File: config.mk
export PLATFORM = sky130hd
export DESIGN_NAME = mem_arbiter
export DESIGN_NICKNAME = d
export VERILOG_FILES = /design/src/rtl/mem_arbiter.sv
export SDC_FILE = /design/constraint.sdc
export NUM_CORES = 1
export LEC_CHECK = 0
export ABC_AREA = 1
export CORE_AREA = 5 5 104 106
export DETAILED_ROUTE_END_ITERATION = 6
export DIE_AREA = 0 0 109 111
export HOLD_SLACK_MARGIN = 0.08
export PLACE_DENSITY = 0.71
export SYNTH_ARGS = -nofsm -noshare
export SYNTH_HDL_FRONTEND = slang
export SYNTH_SLANG_ARGS = --single-unit
export TNS_END_PERCENT = 100
File: constraint.sdc
create_clock -name clk -period 2.51 [get_ports clk]
set_clock_uncertainty 0.2 [all_clocks]
set_input_delay 0.3765 -clock clk [delete_from_list [all_inputs] [get_ports clk]]
set_output_delay 0.3765 -clock clk [all_outputs]
set_load 0.03 [all_outputs]
File: src/rtl/mem_arbiter.sv
// Round-robin arbiter sharing one synchronous-read memory between fetch and execute.
// Pipelined issue of at most one grant per cycle; response data is returned one cycle after the grant.
//
// state   | meaning
// --------+--------------------------------------
// IDLE    | no response pending
// IF_RESP | fetch read issued last cycle
// DM_RESP | data access issued last cycle
module mem_arbiter #(
   parameter int DATA_WIDTH = 32,
   parameter int ADDR_WIDTH = 32
) (
   input  logic                    clk,
   input  logic                    rst,
   input  logic                    if_req,
   input  logic [ADDR_WIDTH-1:0]   if_addr,
   output logic                    if_gnt,
   output logic                    if_valid,
   output logic [DATA_WIDTH-1:0]   if_rdata,
   output logic                    if_stall,
   input  logic                    dm_req,
   input  logic                    dm_we,
   input  logic [ADDR_WIDTH-1:0]   dm_addr,
   input  logic [DATA_WIDTH-1:0]   dm_wdata,
   input  logic [DATA_WIDTH/8-1:0] dm_be,
   output logic                    dm_gnt,
   output logic                    dm_valid,
   output logic [DATA_WIDTH-1:0]   dm_rdata,
   output logic                    dm_stall,
   output logic                    mem_en,
   output logic                    mem_we,
   output logic [ADDR_WIDTH-1:0]   mem_addr,
   output logic [DATA_WIDTH-1:0]   mem_wdata,
   output logic [DATA_WIDTH/8-1:0] mem_be,
   input  logic [DATA_WIDTH-1:0]   mem_rdata
);

   typedef enum logic [1:0] {
      IDLE    = 2'd0,
      IF_RESP = 2'd1,
      DM_RESP = 2'd2
   } state_t;

   state_t state, state_nxt;
   logic   last_gnt, last_gnt_nxt;
   logic   store_q, store_nxt;

   always_ff @(posedge clk) begin
      if (rst) begin
         state    <= IDLE;
         last_gnt <= 1'b0;
         store_q  <= 1'b0;
      end else begin
         state    <= state_nxt;
         last_gnt <= last_gnt_nxt;
         store_q  <= store_nxt;
      end
   end

   always_comb begin
      if_gnt       = 1'b0;
      dm_gnt       = 1'b0;
      mem_en       = 1'b0;
      mem_we       = 1'b0;
      mem_addr     = '0;
      mem_wdata    = '0;
      mem_be       = '0;
      state_nxt    = IDLE;
      last_gnt_nxt = last_gnt;
      store_nxt    = 1'b0;

      // On a conflict the port that did not win last time gets the slot.
      if (!rst) begin
         if (if_req && dm_req) begin
            if (last_gnt) if_gnt = 1'b1;
            else          dm_gnt = 1'b1;
         end else if (if_req) begin
            if_gnt = 1'b1;
         end else if (dm_req) begin
            dm_gnt = 1'b1;
         end
      end

      if (if_gnt) begin
         mem_en       = 1'b1;
         mem_addr     = if_addr;
         mem_be       = '1;
         state_nxt    = IF_RESP;
         last_gnt_nxt = 1'b0;
      end else if (dm_gnt) begin
         mem_en       = 1'b1;
         mem_we       = dm_we;
         mem_addr     = dm_addr;
         mem_wdata    = dm_wdata;
         mem_be       = dm_be;
         state_nxt    = DM_RESP;
         last_gnt_nxt = 1'b1;
         store_nxt    = dm_we;
      end
   end

   assign if_stall = if_req & ~if_gnt;
   assign dm_stall = dm_req & ~dm_gnt;

   // A response whose cycle coincides with reset is dropped.
   assign if_valid = (state == IF_RESP) && !rst;
   assign dm_valid = (state == DM_RESP) && !rst;
   assign if_rdata = if_valid ? mem_rdata : '0;
   assign dm_rdata = (dm_valid && !store_q) ? mem_rdata : '0;

endmodule
# [Yosys cells after proc, flatten, opt, wreduce, memory -nomap -nowiden]
# Index checks and enable logic that the tools add are counted.
# Widths: inputs -> output; s select.
[totals] inputBits=137 latch_bits=0 mem_bits_rw=0 output_inout_bits=140 mem_count=0 romBits=0 register_bits=4
[op_classes] eq_ne=2 n_addsub=0 reduce_logical=7 bitwise_logic=4 mul=0 div_mod_pow=0 magnitude_cmp=0 shift=0 n_mux=23
[op_table] operator="$mux 32" count=6
[op_table] operator="$mux 1" count=14
[op_table] operator="$mux 4" count=2
[op_table] operator="$logic_and 1x1->1" count=4
[op_table] operator="$and 1x1->1" count=2
[op_table] operator="$eq 2x1->1 const B" count=1
[op_table] operator="$eq 2x2->1 const B" count=1
[op_table] operator="$logic_not 1->1" count=2
[op_table] operator="$mux 2" count=1
[op_table] operator="$not 1->1" count=2
[op_table] operator="$reduce_or 2->1" count=1

# [Logic depth before layout (Yosys ltp)]
[depth] ltp_word=6 mapped_depth=5 depth_no_buf=4

# [Worst setup path before layout]
# OpenSTA, ideal clock, no wires.
[synth_timing] kind="input-to-output" start="input rst" end="output dm_stall" stages=4 arrival_time_ns=1.217 required_time_ns=1.934 slack_ns=0.717 cell_sequence="inv_2 > buf_2 > buf_6 > a21oi_1"
[synth_via] elab_chain_cells=3
[synth_rtl] element="start: declaration" line_no="14" text="input logic rst,"
[synth_rtl] element="$mux 1" line_no="73" text="if (!rst) begin"
[synth_rtl] element="$not 1->1" line_no="103" text="assign dm_stall = dm_req & ~dm_gnt;"
[synth_rtl] element="$and 1x1->1" line_no="103"
[synth_rtl] element="end: declaration" line_no="29" text="output logic dm_stall,"
# Every way passes these cells.

# [Worst setup path after layout]
[layout_timing] start="input dm_req" end="output mem_en"
[layout_via] elab_chain_cells=6 word_cells_on_any_way=9 cone_classes="mux (8); reduce/logical (1)"
[layout_rtl] element="start: declaration" line_no="21" text="input logic dm_req,"
[layout_rtl] element="$mux 1" line_no="79" text="end else if (dm_req) begin"
[layout_rtl] element="$mux 1" line_no="77" text="end else if (if_req) begin"
[layout_rtl] element="$mux 1" line_no="74" text="if (if_req && dm_req) begin"
[layout_rtl] element="$mux 1" line_no="73"
[layout_rtl] element="$mux 1" line_no="90" text="end else if (dm_gnt) begin"
[layout_rtl] element="$mux 1 (*)" line_no="84" text="if (if_gnt) begin"
[layout_rtl] element="end: declaration" line_no="30" text="output logic mem_en,"
# Mark *: on every way between the ends. The rest lies on a longest branch, timed or not.

==> flow_summary.html <==
<table>
<tr><th>Metric</th><th>Value</th></tr>
<tr><th colspan="2">Floorplanning</th></tr>
<tr><td>Placeable core region</td><td>between 9000 and 10000 um2</td></tr>
<tr><td>Die Footprint</td><td>~12000 um2</td></tr>
<tr><td>Std-Cell Rows</td><td>36</td></tr>
<tr><td>Number of top-level design ports</td><td>between 200 and 300</td></tr>
<tr><td>Die Span Y</td><td>111 um</td></tr>
<tr><td>Die width</td><td>109 um</td></tr>
<tr><td>Starting density of the core</td><td>15.1%</td></tr>
<tr><th colspan="2">Placement</th></tr>
<tr><td>IO Port Bufs</td><td>276</td></tr>
<tr><td>HPWL after detailed placement</td><td>8270 um</td></tr>
<tr><td>Routability Congestion</td><td>roughly 0.75</td></tr>
<tr><th colspan="2">Synth</th></tr>
<tr><td>Synth warnings</td><td>0</td></tr>
<tr><td>Combined area of all synthesized cells</td><td>between 1000 and 1500 um2</td></tr>
<tr><td>Avg Synthesized Cell Area</td><td>4.54 um2</td></tr>
<tr><td>Syn nets</td><td>between 400 and 500</td></tr>
<tr><td>Instance count of the mapped netlist</td><td>around 320</td></tr>
<tr><td>Count of unique library cells instantiated by Yosys</td><td>16</td></tr>
<tr><td>Sequential fraction of the synthesis area</td><td>between 5 and 6%</td></tr>
<tr><td>Number of register bits inferred by synthesis</td><td>4</td></tr>
<tr><th colspan="2">Power and ir drop</th></tr>
<tr><td>Worst supply voltage drop on vdd</td><td>0.174 mV</td></tr>
<tr><td>PnR Total Power</td><td>~1000 uW</td></tr>
<tr><td>PwrDens</td><td>231 nW/um2</td></tr>
<tr><td>Leakage power summed over all cells</td><td>approximately 2.4 nW</td></tr>
<tr><th colspan="2">Setup path</th></tr>
<tr><td>Category of cells accounting for the largest share of critical-path delay</td><td>buffers and inverters</td></tr>
<tr><td>Top fanout value on the critical path</td><td>7</td></tr>
<tr><td>Worst setup EP type</td><td>output pin</td></tr>
<tr><td>Cell with the most instances on the worst path</td><td>sky130_fd_sc_hd__nand2_1</td></tr>
<tr><td>Beginning of the critical path</td><td>dm_req</td></tr>
<tr><td>Crit-path cells</td><td>clkdlybuf4s50_1, nand2_1, nand2_2, nand2_1, buf_12</td></tr>
<tr><td>Category of the critical setup timing path</td><td>in2out</td></tr>
<tr><td>Count of cell instances traversed by the critical path</td><td>5</td></tr>
<tr><td>Reg-to-reg startpoint</td><td>last_gnt$_SDFFE_PP0P_</td></tr>
<tr><td>Count of cells along the worst register-to-register path</td><td>4</td></tr>
<tr><td>Worst EP arrival</td><td>about 1800 ps</td></tr>
<tr><td>WP data required</td><td>roughly 1900 ps</td></tr>
<tr><td>Startpoint type of the worst setup path</td><td>input port</td></tr>
<tr><td>Maximum cell stage delay along the critical path</td><td>around 570 ps</td></tr>
<tr><td>Worst path buffer plus inverter count</td><td>2</td></tr>
<tr><td>Critical Path Slowest Stage Cell</td><td>sky130_fd_sc_hd__clkdlybuf4s50_1</td></tr>
<tr><th colspan="2">Drt</th></tr>
<tr><td>Number of vias after detailed routing</td><td>around 3k</td></tr>
<tr><td>Mean number of vias per cell</td><td>between 4 and 5</td></tr>
<tr><td>Total DRC errors in the routed layout</td><td>0</td></tr>
<tr><td>WL per Instance</td><td>about 14 um</td></tr>
<tr><td>Drt total wl</td><td>between 9000 and 10000 um</td></tr>
<tr><td>Number of iterations in the first detailed-routing pass</td><td>4</td></tr>
<tr><td>Violation count after the first detailed-route iteration</td><td>around 160</td></tr>
<tr><td>Number of routed nets with antenna violations</td><td>0</td></tr>
<tr><th colspan="2">Timing</th></tr>
<tr><td>Total negative slack for setup checks</td><td>0 ps</td></tr>
<tr><td>Share of the clock period used by the worst path</td><td>between 90% and 100%</td></tr>
<tr><td>Count of final hold-check violations</td><td>0</td></tr>
<tr><td>Final setup vio count</td><td>0</td></tr>
<tr><td>Setup repair after global routing missed its margin</td><td>false</td></tr>
<tr><td>Min cycle time layout</td><td>2360 ps</td></tr>
<tr><td>Worst slew margin relative to its limit</td><td>80.6%</td></tr>
<tr><td>Tightest Pin Transition</td><td>between 200 and 300 ps</td></tr>
<tr><td>Count of final max-slew check failures</td><td>0</td></tr>
<tr><td>Maximum frequency from static timing analysis</td><td>around 420 MHz</td></tr>
<tr><th colspan="2">Global routing</th></tr>
<tr><td>Overall track demand over capacity in global routing</td><td>roughly 15%</td></tr>
<tr><td>Via count of the first global-routing pass</td><td>roughly 3k</td></tr>
<tr><td>Total grt overflow</td><td>0</td></tr>
<tr><td>Wire length of the first global-routing pass</td><td>between 10000 and 15000 um</td></tr>
<tr><td>Largest net degree at the start of global routing</td><td>39</td></tr>
<tr><td>Initial antenna violation count</td><td>1</td></tr>
<tr><th colspan="2">Layout</th></tr>
<tr><td>Area Overhead vs Synth</td><td>191%</td></tr>
<tr><td>Number of nets in the layout</td><td>just over 700</td></tr>
<tr><td>Share of final-layout standard cells stronger than drive strength 1</td><td>26.8%</td></tr>
<tr><td>Final antenna diode count</td><td>0</td></tr>
<tr><th colspan="2">Clocking</th></tr>
<tr><td>Clock H-tree levels</td><td>1</td></tr>
<tr><td>TritonCTS clock tree</td><td>done</td></tr>
<tr><td>CTS root buffer</td><td>sky130_fd_sc_hd__clkbuf_8</td></tr>
<tr><td>Count of hold buffers inserted by post-cts repair</td><td>0</td></tr>
<tr><td>Clock buffer depth</td><td>2</td></tr>
<tr><td>Number of buffers added by the clock tree synthesis step</td><td>3</td></tr>
<tr><td>Clock insertion delay at the later pin of the skew report</td><td>about 210 ps</td></tr>
<tr><td>Clock slew at the register clock pins of the worst setup and hold paths</td><td>~30 ps</td></tr>
<tr><td># clock sinks</td><td>4</td></tr>
<tr><th colspan="2">Min path</th></tr>
<tr><td>Hold WC Path Type</td><td>reg2reg</td></tr>
<tr><td>Hold path start</td><td>last_gnt$_SDFFE_PP0P_</td></tr>
<tr><td>Hold path cells</td><td>2</td></tr>
<tr><th colspan="2">Flow run</th></tr>
<tr><td>Maximum Capacitance Violations</td><td>0</td></tr>
<tr><th colspan="2">Status</th></tr>
<tr><td>Status</td><td>completed</td></tr>
</table>
[path summary, 6_finish.rpt]
| kind | slack [ps] | to |
|---|---|---|
| max | 150 | mem_en |
| min | 280 | last_gnt$_SDFFE_PP0P_ |
| max reg2reg | 1280 | state[0]$_SDFF_PP0_ |
| min reg2reg | 280 | last_gnt$_SDFFE_PP0P_ |
[what timing repair did]
action / in CTS / in global routing
resized for setup: 1 / 0
setup endpoints to repair: 1 / 0
buffers inserted: 0 / 0
[cell families after synthesis]
group / after synthesis / synth area share [%]
simple gates: 213 / 64.3
buf+inv: 103 / 29.2
flops: 4 / 5.47
compound gates: 3 / 1.02
[registers in the layout, summed over array words and instances, names as in the netlist]
signal    flops
store_q       1
last_gnt      1
state         2
[stage by stage]
stage / instance area, um2 / instances / hold WS, ps / setup slack (ps) / utilization (%)
2_1_floorplan: 1470 / 323 / 241 / 717 / -
3_3_place_gp: 4210 / 715 / 267 / 18.8 / 43.5
3_5_place_dp: 4210 / 715 / 274 / -22.4 / 43.5
4_1_cts: 4260 / 718 / 279 / 138 / 44.0
5_1_grt: 4260 / 718 / 308 / 51.0 / 44.0
6_report: 4260 / 718 / 277 / 147 / 44.0
[report_power, final]
part           switching [mW]  internal [mW]  leakage (nW)
combinational           0.395          0.386          2.35
sequential            0.00194         0.0678        0.0331
clock                  0.0304          0.102        0.0216
total                   0.428          0.555          2.40
[cell usage after synthesis]
master / count / area share (%)
sky130_fd_sc_hd__nand3_2: 1 / 0.68
sky130_fd_sc_hd__inv_2: 1 / 0.26
sky130_fd_sc_hd__nor2_2: 1 / 0.43
sky130_fd_sc_hd__inv_1: 75 / 19
sky130_fd_sc_hd__nand4_1: 36 / 15
sky130_fd_sc_hd__a21oi_1: 3 / 1.0
sky130_fd_sc_hd__nor3_1: 1 / 0.34
sky130_fd_sc_hd__nand2_1: 41 / 11
sky130_fd_sc_hd__nor2_1: 99 / 25
sky130_fd_sc_hd__buf_4: 2 / 1.0
sky130_fd_sc_hd__buf_6: 1 / 0.77
sky130_fd_sc_hd__buf_1: 2 / 0.51
sky130_fd_sc_hd__clkbuf_1: 1 / 0.26
sky130_fd_sc_hd__buf_2: 21 / 7.2
sky130_fd_sc_hd__nand3_1: 34 / 12
sky130_fd_sc_hd__dfxtp_1: 4 / 5.5
[cell type report]
cell class,instances,area [um2]
multi-input combinational,216,960
sequential,4,80.1
clock buffer,3,41.3
tap,133,166
fill,977,5430
inverter,76,285
timing repair buffer,286,2730
[worst reg2reg max path, stage by stage (launching register included)]
cell                      delay [ps]
sky130_fd_sc_hd__dfxtp_1         300
sky130_fd_sc_hd__inv_1            70
sky130_fd_sc_hd__nand2_1         180
sky130_fd_sc_hd__nand2_2         300
sky130_fd_sc_hd__inv_1            60
[per-layer routing]
layer | global-route usage [%] | vias to the layer above | share of wire [%]
li1 | - | 1504 | -
met1 | 14.5 | 1280 | 35
met2 | 28.4 | 171 | 51
met3 | 4.83 | 20 | 12
met4 | 4.21 | 2 | 2.2
met5 | 0 | - | 0.072
[placed cells by master (no fill, tap or decap)]
master,instances
sky130_fd_sc_hd__dfxtp_1,4
sky130_fd_sc_hd__nor2_2,1
sky130_fd_sc_hd__clkdlybuf4s50_1,136
sky130_fd_sc_hd__clkbuf_8,3
sky130_fd_sc_hd__inv_2,1
sky130_fd_sc_hd__nand2_2,1
sky130_fd_sc_hd__a21oi_1,3
sky130_fd_sc_hd__nor2_1,99
sky130_fd_sc_hd__nand2_1,40
sky130_fd_sc_hd__inv_1,75
sky130_fd_sc_hd__nand4_1,36
sky130_fd_sc_hd__nand3_1,34
sky130_fd_sc_hd__buf_12,19
sky130_fd_sc_hd__nand3_2,1
sky130_fd_sc_hd__nor3_1,1
sky130_fd_sc_hd__buf_4,131
(Power assumes the default switching activity.)
